### src/rtl/mem_arbiter_if.sv
// Requester-side and memory-side signals of the shared lab memory arbiter.
// The arbiter connects through the slave modport; the requester/memory environment uses master.
interface mem_arbiter_if #(
  parameter int NREQ = 2,
  parameter int AW   = 5,
  parameter int DW   = 8
);
  logic [NREQ-1:0]    req;
  logic [NREQ-1:0]    we;
  logic [NREQ*AW-1:0] addr;
  logic [NREQ*DW-1:0] wdata;
  logic [NREQ-1:0]    gnt;
  logic [NREQ-1:0]    done;
  logic [DW-1:0]      rdata;
  logic               busy;
  logic               mem_read;
  logic               mem_write;
  logic [AW-1:0]      mem_addr;
  logic [DW-1:0]      mem_din;
  logic [DW-1:0]      mem_dout;

  modport slave (
    input  req, we, addr, wdata, mem_dout,
    output gnt, done, rdata, busy, mem_read, mem_write, mem_addr, mem_din
  );

  modport master (
    output req, we, addr, wdata, mem_dout,
    input  gnt, done, rdata, busy, mem_read, mem_write, mem_addr, mem_din
  );
endinterface

### src/rtl/mem_arbiter.sv
// Round-robin arbiter that serialises single read/write transactions from NREQ
// requesters onto one single-port memory with a 1-cycle registered read.
module mem_arbiter #(
  parameter int NREQ = 2,
  parameter int AW   = 5,
  parameter int DW   = 8
) (
  input  logic            clk,
  input  logic            rst_n,
  mem_arbiter_if.slave    bus
);

  localparam int IW = (NREQ > 1) ? $clog2(NREQ) : 1;

  typedef enum logic [1:0] {
    IDLE,
    ACCESS,
    RWAIT,
    DONE
  } state_e;

  state_e          state_q;
  logic [IW-1:0]   owner_q;
  logic [IW-1:0]   last_owner_q;
  logic            we_q;
  logic [NREQ-1:0] gnt_q;
  logic [NREQ-1:0] done_q;
  logic [DW-1:0]   rdata_q;
  logic            busy_q;
  logic            mem_read_q;
  logic            mem_write_q;
  logic [AW-1:0]   mem_addr_q;
  logic [DW-1:0]   mem_din_q;

  logic            win_found;
  logic [IW-1:0]   win_idx;
  logic [IW-1:0]   cand;

  // Scan from the requester after the last owner, wrapping NREQ-1 -> 0.
  // NOTE: every variable gets a default before any conditional write so no latch is inferred.
  always_comb begin
    win_found = 1'b0;
    win_idx   = '0;
    cand      = last_owner_q;
    for (int i = 0; i < NREQ; i++) begin
      cand = (cand == IW'(NREQ - 1)) ? '0 : cand + IW'(1);
      if (!win_found && bus.req[cand]) begin
        win_found = 1'b1;
        win_idx   = cand;
      end
    end
  end

  // NOTE: sequential state uses non-blocking assignments so every register samples pre-edge values.
  always_ff @(posedge clk or negedge rst_n) begin
    if (!rst_n) begin
      state_q      <= IDLE;
      owner_q      <= '0;
      last_owner_q <= IW'(NREQ - 1);
      we_q         <= 1'b0;
      gnt_q        <= '0;
      done_q       <= '0;
      rdata_q      <= '0;
      busy_q       <= 1'b0;
      mem_read_q   <= 1'b0;
      mem_write_q  <= 1'b0;
      mem_addr_q   <= '0;
      mem_din_q    <= '0;
    end else begin
      unique case (state_q)
        IDLE: begin
          if (win_found) begin
            owner_q     <= win_idx;
            we_q        <= bus.we[win_idx];
            gnt_q       <= NREQ'(1) << win_idx;
            busy_q      <= 1'b1;
            mem_addr_q  <= bus.addr[win_idx*AW +: AW];
            mem_write_q <= bus.we[win_idx];
            mem_read_q  <= ~bus.we[win_idx];
            // Write data is only taken from a writing winner so a read never pulls in stale X.
            if (bus.we[win_idx]) begin
              mem_din_q <= bus.wdata[win_idx*DW +: DW];
            end
            state_q     <= ACCESS;
          end
        end
        ACCESS: begin
          mem_write_q <= 1'b0;
          mem_read_q  <= 1'b0;
          if (we_q) begin
            done_q  <= gnt_q;
            state_q <= DONE;
          end else begin
            state_q <= RWAIT;
          end
        end
        RWAIT: begin
          rdata_q <= bus.mem_dout;
          done_q  <= gnt_q;
          state_q <= DONE;
        end
        DONE: begin
          done_q       <= '0;
          gnt_q        <= '0;
          busy_q       <= 1'b0;
          last_owner_q <= owner_q;
          state_q      <= IDLE;
        end
        default: state_q <= IDLE;
      endcase
    end
  end

  assign bus.gnt       = gnt_q;
  assign bus.done      = done_q;
  assign bus.rdata     = rdata_q;
  assign bus.busy      = busy_q;
  assign bus.mem_read  = mem_read_q;
  assign bus.mem_write = mem_write_q;
  assign bus.mem_addr  = mem_addr_q;
  assign bus.mem_din   = mem_din_q;

endmodule
### src/flat_wrapper.sv
// flat-port wrapper written by rule: the top's interface ports become plain ports
module mem_arbiter_flat 
#(
  parameter int NREQ = 2,
  parameter int AW   = 5,
  parameter int DW   = 8
)
  (clk, rst_n, bus_req, bus_we, bus_addr, bus_wdata, bus_mem_dout, bus_gnt, bus_done, bus_rdata, bus_busy, bus_mem_read, bus_mem_write, bus_mem_addr, bus_mem_din);
  mem_arbiter_if #(.NREQ(NREQ), .AW(AW), .DW(DW)) bus_i ();
  input  logic clk;
  input  logic rst_n;
  input wire logic [$bits(bus_i.req)-1:0] bus_req;
  input wire logic [$bits(bus_i.we)-1:0] bus_we;
  input wire logic [$bits(bus_i.addr)-1:0] bus_addr;
  input wire logic [$bits(bus_i.wdata)-1:0] bus_wdata;
  input wire logic [$bits(bus_i.mem_dout)-1:0] bus_mem_dout;
  output wire logic [$bits(bus_i.gnt)-1:0] bus_gnt;
  output wire logic [$bits(bus_i.done)-1:0] bus_done;
  output wire logic [$bits(bus_i.rdata)-1:0] bus_rdata;
  output wire logic [$bits(bus_i.busy)-1:0] bus_busy;
  output wire logic [$bits(bus_i.mem_read)-1:0] bus_mem_read;
  output wire logic [$bits(bus_i.mem_write)-1:0] bus_mem_write;
  output wire logic [$bits(bus_i.mem_addr)-1:0] bus_mem_addr;
  output wire logic [$bits(bus_i.mem_din)-1:0] bus_mem_din;
  assign bus_i.req = bus_req;
  assign bus_i.we = bus_we;
  assign bus_i.addr = bus_addr;
  assign bus_i.wdata = bus_wdata;
  assign bus_i.mem_dout = bus_mem_dout;
  assign bus_gnt = bus_i.gnt;
  assign bus_done = bus_i.done;
  assign bus_rdata = bus_i.rdata;
  assign bus_busy = bus_i.busy;
  assign bus_mem_read = bus_i.mem_read;
  assign bus_mem_write = bus_i.mem_write;
  assign bus_mem_addr = bus_i.mem_addr;
  assign bus_mem_din = bus_i.mem_din;
  mem_arbiter #(.NREQ(NREQ), .AW(AW), .DW(DW)) u_core (.clk(clk), .rst_n(rst_n), .bus(bus_i));
endmodule
### config.mk
export PLATFORM = sky130hd
export DESIGN_NAME = mem_arbiter_flat
export DESIGN_NICKNAME = d
export VERILOG_FILES = /design/src/rtl/mem_arbiter_if.sv /design/src/rtl/mem_arbiter.sv /design/src/flat_wrapper.sv
export SDC_FILE = /design/constraint.sdc
export NUM_CORES = 1
export LEC_CHECK = 0
export CAP_MARGIN = 20
export CORE_MARGIN = 2
export CORE_UTILIZATION = 45
export CTS_CLUSTER_SIZE = 10
export DETAILED_ROUTE_END_ITERATION = 8
export PLACE_DENSITY = 0.93
export RECOVER_POWER = 100
export REMOVE_ABC_BUFFERS = 1
export SLEW_MARGIN = 20
export SYNTH_ARGS = -nofsm -noshare
export SYNTH_HDL_FRONTEND = slang
export SYNTH_SLANG_ARGS = --single-unit
### constraint.sdc
create_clock -name clk -period 3.3 [get_ports clk]
set_input_delay 0.66 -clock clk [delete_from_list [all_inputs] [get_ports clk]]
set_output_delay 0.66 -clock clk [all_outputs]
set_load 0.01 [all_outputs]
Yosys cells after proc, flatten, opt, wreduce, memory -nomap -nowiden. Index checks and enable logic that the tools add are counted.

Equal/unequal tests: 5. Shifts and indexed selects: 3. $add $sub $neg: 2. Order comparisons: 3. Reduce and logical (&&, ||, !) cells: 11. Bitwise logic cells: 1. Multipliers: 1. Muxes and demuxes: 25.

Operators with widths (count): 1-bit two-way mux (16); 16-bit by 5-bit indexed part select with 8-bit output (1); 10-bit by 5-bit indexed part select with 5-bit output (1); 2-bit case mux with 4 select lines (1); 2-bit AND reduction (4); 1-bit by 2-bit < comparator with 1-bit output, second input constant (3); 2-bit two-way mux (3); 1-bit case mux with 2 select lines (3); 2-bit case mux with 3 select lines (1); 2-bit equality test, second input constant (2); 1-bit by 3-bit multiplier with 4-bit output, second input constant (1); 2-bit by 1-bit != test with 1-bit output, second input constant (2); 2-bit case mux with 2 select lines (1); 2-bit nonzero test (2); 3-bit AND reduction (1); 3-bit nonzero test (1); 1-bit adder, second input constant (2); 2-bit by 1-bit equality test with 1-bit output, second input constant (1); 2-bit zero test (1); 1-bit by 1-bit << shifter with 2-bit output, first input constant (1); 1-bit logical AND (1); 1-bit zero test (1); 1-bit NOT (1).

Logic and storage cells: 63. Output and inout bits: 28. Bits of input ports: 40. Register bits after elaboration: 33.

Longest topological paths before layout.
Depth in word-level cells: 13. Gate-level depth with buffers: 8. Depth with buffers taken out: 5.

Least setup slack after synthesis. OpenSTA, ideal clock, no wires.

Path type: input port to flip-flop. From: input port bus_req[0]. To: register u_core.mem_din_q[5], in the netlist u_core.bus.mem_din[5]. Arrival time: 1594 ps. Data required time: 3159 ps. Path buffers: 4. Setup time: 141 ps. Slack: 1565 ps. Cell stages on the path: 8. Cell sequence: buf_4 a21boi_2 buf_6 a32o_2 buf_6 buf_8 a21oi_2 a31oi_1.

Cells in the longest elaborated chain, start to end: 9. Elaborated cells between the ends (all ways): 14. Those cells by class: 1 x shift; 10 x mux; 3 x reduce/logical.

RTL lines: start, declared (line flat_wrapper.sv:12) `input wire logic [$bits(bus_i.req)-1:0] bus_req;`; parallel branches: the longest is 9 deep, another holds 16-bit by 5-bit indexed part select with 8-bit output; end signal, assigned (line mem_arbiter.sv:82) `mem_din_q <= bus.wdata[win_idx*DW +: DW];`; end, declared (line mem_arbiter.sv:33) `logic [DW-1:0] mem_din_q;`.

Several ways; the timed one is not identified. The select of a mux whose other input is x is not followed. A chain may end at the register's enable or synchronous reset.

Worst setup path in the final report.
From: register u_core.state_q[0]. To: register u_core.mem_read_q, in the netlist u_core.bus.mem_read.

Cells in the longest elaborated chain, start to end: 3. Elaborated cells between the ends (all ways): 6. Those cells by class: 2 x eq/ne; 1 x mux; 3 x reduce/logical.

RTL lines: start, declared (line mem_arbiter.sv:22) `state_e state_q;`; start signal, assigned (line mem_arbiter.sv:57) `state_q <= IDLE;`; start signal, assigned (line mem_arbiter.sv:84) `state_q <= ACCESS;`; start signal, assigned (line mem_arbiter.sv:92) `state_q <= DONE;`; 2-bit by 1-bit equality test with 1-bit output / 2-bit zero test (equally long branches) (line mem_arbiter.sv:70) `unique case (state_q)`; 2-bit nonzero test (no source line) / 2-bit by 1-bit != test with 1-bit output (equally long branches); 2-bit AND reduction (no source line); end signal, assigned (line mem_arbiter.sv:79) `mem_read_q <= ~bus.we[win_idx];`; end, declared (line mem_arbiter.sv:30) `logic mem_read_q;`.

Parallel ways exist; a longest one is shown, timed or not.

==> impl_metrics.env <==
export IMPL_syn_cell_area_sq_mm=0.00158
export IMPL_grt_pass1_wl_mm=5.95
export IMPL_crit_path_end_kind="flip-flop"
export IMPL_status="finished, violations left"
export IMPL_ant_nets=0
export IMPL_h_tree_depth=2
export IMPL_avgSynthCellArea_sq_um=11.7
export IMPL_worstReg2RegEnd="u_core.bus.mem_read"
export IMPL_switching_share=0.363
export IMPL_tightest_slew_ns=1.71
export IMPL_cp_required_ns=3.53
export IMPL_p_sw_mw=0.676
export IMPL_crit_type="flip-flop to flip-flop"
export IMPL_min_from="u_core.bus.mem_addr[4]"
export IMPL_setup_tns_ns=0
export IMPL_core_sq_mm=0.00336
export IMPL_hold_end="u_core.bus.mem_addr[4]"
export IMPL_synth_ff_type="dfrtp_1"
export IMPL_utilization=0.682
export IMPL_root_buffer="clkbuf_4"
export IMPL_yosys_top_cells_area="dfrtp_1 51%, mux2i_1 9.5%, mux2_2 9.3%"
export IMPL_yosysMostFrequentCell="dfrtp_1"
export IMPL_max_slew_margin=-0.143
export IMPL_hold_path_depth=2
export IMPL_final_nets=247
export IMPL_routedWlPerCell_microns=13.5
export IMPL_finalHoldViolations=0
export IMPL_grt_max_degree=34
export IMPL_worst_ep_arrival_time_ns=2.91
export IMPL_leakagePower_nw=0.985
export IMPL_antenna_cells=0
export IMPL_skew_ns=0.00609
export IMPL_grt_pass1_vias=1301
export IMPL_clkPwrFrac=0.112
export IMPL_first_pass_iters=4
export IMPL_period_minus_slack_ns=2.68
export IMPL_synth_top_area_cell="dfrtp_1"
export IMPL_fp_dieH_microns=63.2
export IMPL_comb_power_share=0.500
export IMPL_overflow=0
export IMPL_drive_gt1_frac=0.113
export IMPL_peakVddDrop_mv=0.400
export IMPL_cts_buffers=5
export IMPL_start_util=0.469
export IMPL_ios=68
export IMPL_dieArea_sq_mm=0.00399
export IMPL_p_seq_frac=0.389
export IMPL_clkSlewWorstSetupHoldPaths_ns=0.09
export IMPL_wirelength_mm=3.37
export IMPL_intPower_mw=1.19
export IMPL_maxCapViolations=1
export IMPL_powerDensity_mw_per_mm2=813
export IMPL_cts_tree="built"
export IMPL_slew_violations=34
export IMPL_vias_per_cell=5.08
export IMPL_violations="capacitance limit, slew limit"
export IMPL_synth_seq_area_share=0.525
export IMPL_postCtsHoldBufs=0
export IMPL_synth_edf_count=0
export IMPL_rr_startpoint="u_core.state_q[0]"
export IMPL_syn_to_final_growth_pct=45.4
export IMPL_synthArstFlopShare=1.00
export IMPL_die_x_microns=63.2
export IMPL_synth_top_cell_area_share=0.508
export IMPL_regToRegSetupSlack_ns=0.62
export IMPL_hp_class="flip-flop to flip-flop"
export IMPL_cts_buffer_depth=2
export IMPL_r2r_cells=6
export IMPL_vias=1271
export IMPL_numClockSinks=33
export IMPL_path_max_fanout=27
export IMPL_io_buffers=67
export IMPL_yosys_warnings=0
export IMPL_cts_resized=0
export IMPL_row_count=21
export IMPL_drtIter0Drc=41
export IMPL_final_cell_area_sq_mm=0.00229
export IMPL_placed_area_sq_mm=0.00226
export IMPL_cp_start_kind="flip-flop"
export IMPL_grt_usage=0.193
export IMPL_setup_viol=0
export IMPL_clock_fmax_mhz=373
export IMPL_ys_types=29
export IMPL_place_gp_congestion=0.807
export IMPL_hpwl_mm=2.61
export IMPL_postSynthCellCount=135
export IMPL_ys_top_cells_by_count="32 x dfrtp_1, 15 x mux2i_1, 13 x mux2_2, 11 x o21ai_0, 10 x nand2_1"
export IMPL_antenna_found_initial=0
export IMPL_clk_insertion_delay_late_ns=0.33
export IMPL_period_share=0.812
export IMPL_ys_ff_latch=33
export IMPL_post_cts_buffers=0
export IMPL_rsz0062_at_grt="false"
export IMPL_route_detailed_drc=0
==> power by group through the flow <==
stage | clock network (mW) | logic (mW) | registers, mW
floorplan | 0 | 0.432 | 0.801
global placement | 0 | 0.980 | 0.731
detailed placement | 0 | 1.01 | 0.738
CTS | 0.218 | 1.01 | 0.733
global route | 0.245 | 1.03 | 0.749
finish | 0.208 | 0.931 | 0.724
==> state kept, by name (all words and copies together) (netlist names) <==
signal                count
u_core.last_owner_q       1
u_core.bus.mem_write      1
u_core.bus.done           2
u_core.bus.mem_addr       5
u_core.state_q            2
u_core.bus.busy           1
u_core.bus.mem_read       1
u_core.owner_q            1
u_core.bus.rdata          8
u_core.bus.gnt            2
u_core.we_q               1
u_core.bus.mem_din        8
==> critical path: stages, from the launching register on <==
cell      delay [ns]
dfrtp_1         0.45
inv_1           0.11
ha_1            0.14
clkbuf_1        0.84
o21ai_0         0.36
clkbuf_1        0.34
o31ai_1         0.32
==> worst max path at each step <==
stage / slack, ns / cells past startpoint / end / startpoint
floorplan: 1.23 / 4 / u_core.bus.mem_write / bus_req[1]
global placement: 0.84 / 5 / u_core.bus.mem_din[1] / bus_req[1]
detailed placement: 0.73 / 5 / u_core.bus.mem_din[3] / bus_req[1]
CTS: 1.08 / 5 / u_core.bus.mem_din[3] / bus_req[1]
global route: 0.47 / 6 / u_core.bus.mem_read / u_core.state_q[0]
finish: 0.62 / 6 / u_core.bus.mem_read / u_core.state_q[0]
==> kinds of logic (layout without fill, tap and decap cells) <==
logic type	after synthesis	after routing	synth area share
muxes	28	28	0.188
and+or+nand+nor	18	18	0.0524
buffers and inverters	16	85	0.0627
AOI/OAI and AO/OA	36	36	0.140
adders and majority gates	4	4	0.0317
DFF	33	33	0.525
==> per-layer routing <==
| layer | up-vias | routed length [microns] | track usage |
|---|---|---|---|
| li1 | 615 | - | - |
| met1 | 603 | 1370 | 0.231 |
| met2 | 47 | 1690 | 0.320 |
| met3 | 6 | 247 | 0.0679 |
| met4 | 0 | 59 | 0.0734 |
| met5 | - | 0 | 0 |
==> cell usage in the layout (no fill, tap or decap), drive strengths merged <==
cell / Yosys / routed
a211oi: 1 / 1
a21boi: 1 / 1
a21oi: 10 / 10
a22o: 1 / 1
a31oi: 8 / 8
a32o: 1 / 1
buf: 7 / 1
clkbuf: 3 / 11
clkdlybuf4s50: 0 / 37
dfrtp: 32 / 32
dfstp: 1 / 1
dlygate4sd3: 0 / 30
ha: 4 / 4
inv: 6 / 6
mux2: 13 / 13
mux2i: 15 / 15
nand2: 10 / 10
nand2b: 1 / 1
nand3: 2 / 2
nor2: 1 / 1
nor2b: 2 / 2
nor3: 1 / 1
nor3b: 1 / 1
o211ai: 1 / 1
o21ai: 12 / 12
o31ai: 1 / 1
==> cell type report <==
class	instances	area, sq um
fillers	285	1070
flip-flops and latches	33	827
repair buffers	71	689
multi-input cells	86	647
well taps	46	57.6
clock buffers	8	48.8
inverters	6	22.5
==> through the flow <==
stage          power (mW)  worst slack, ns  instances  hold slack [ns]
2_1_floorplan        1.23             1.23        125            0.364
3_3_place_gp         1.71            0.840        242            0.462
3_5_place_dp         1.75            0.728        242            0.472
4_1_cts              1.97             1.08        250            0.493
5_1_grt              2.02            0.468        250            0.510
6_report             1.86            0.620        250            0.479
Power figures use the tool's default switching activity.
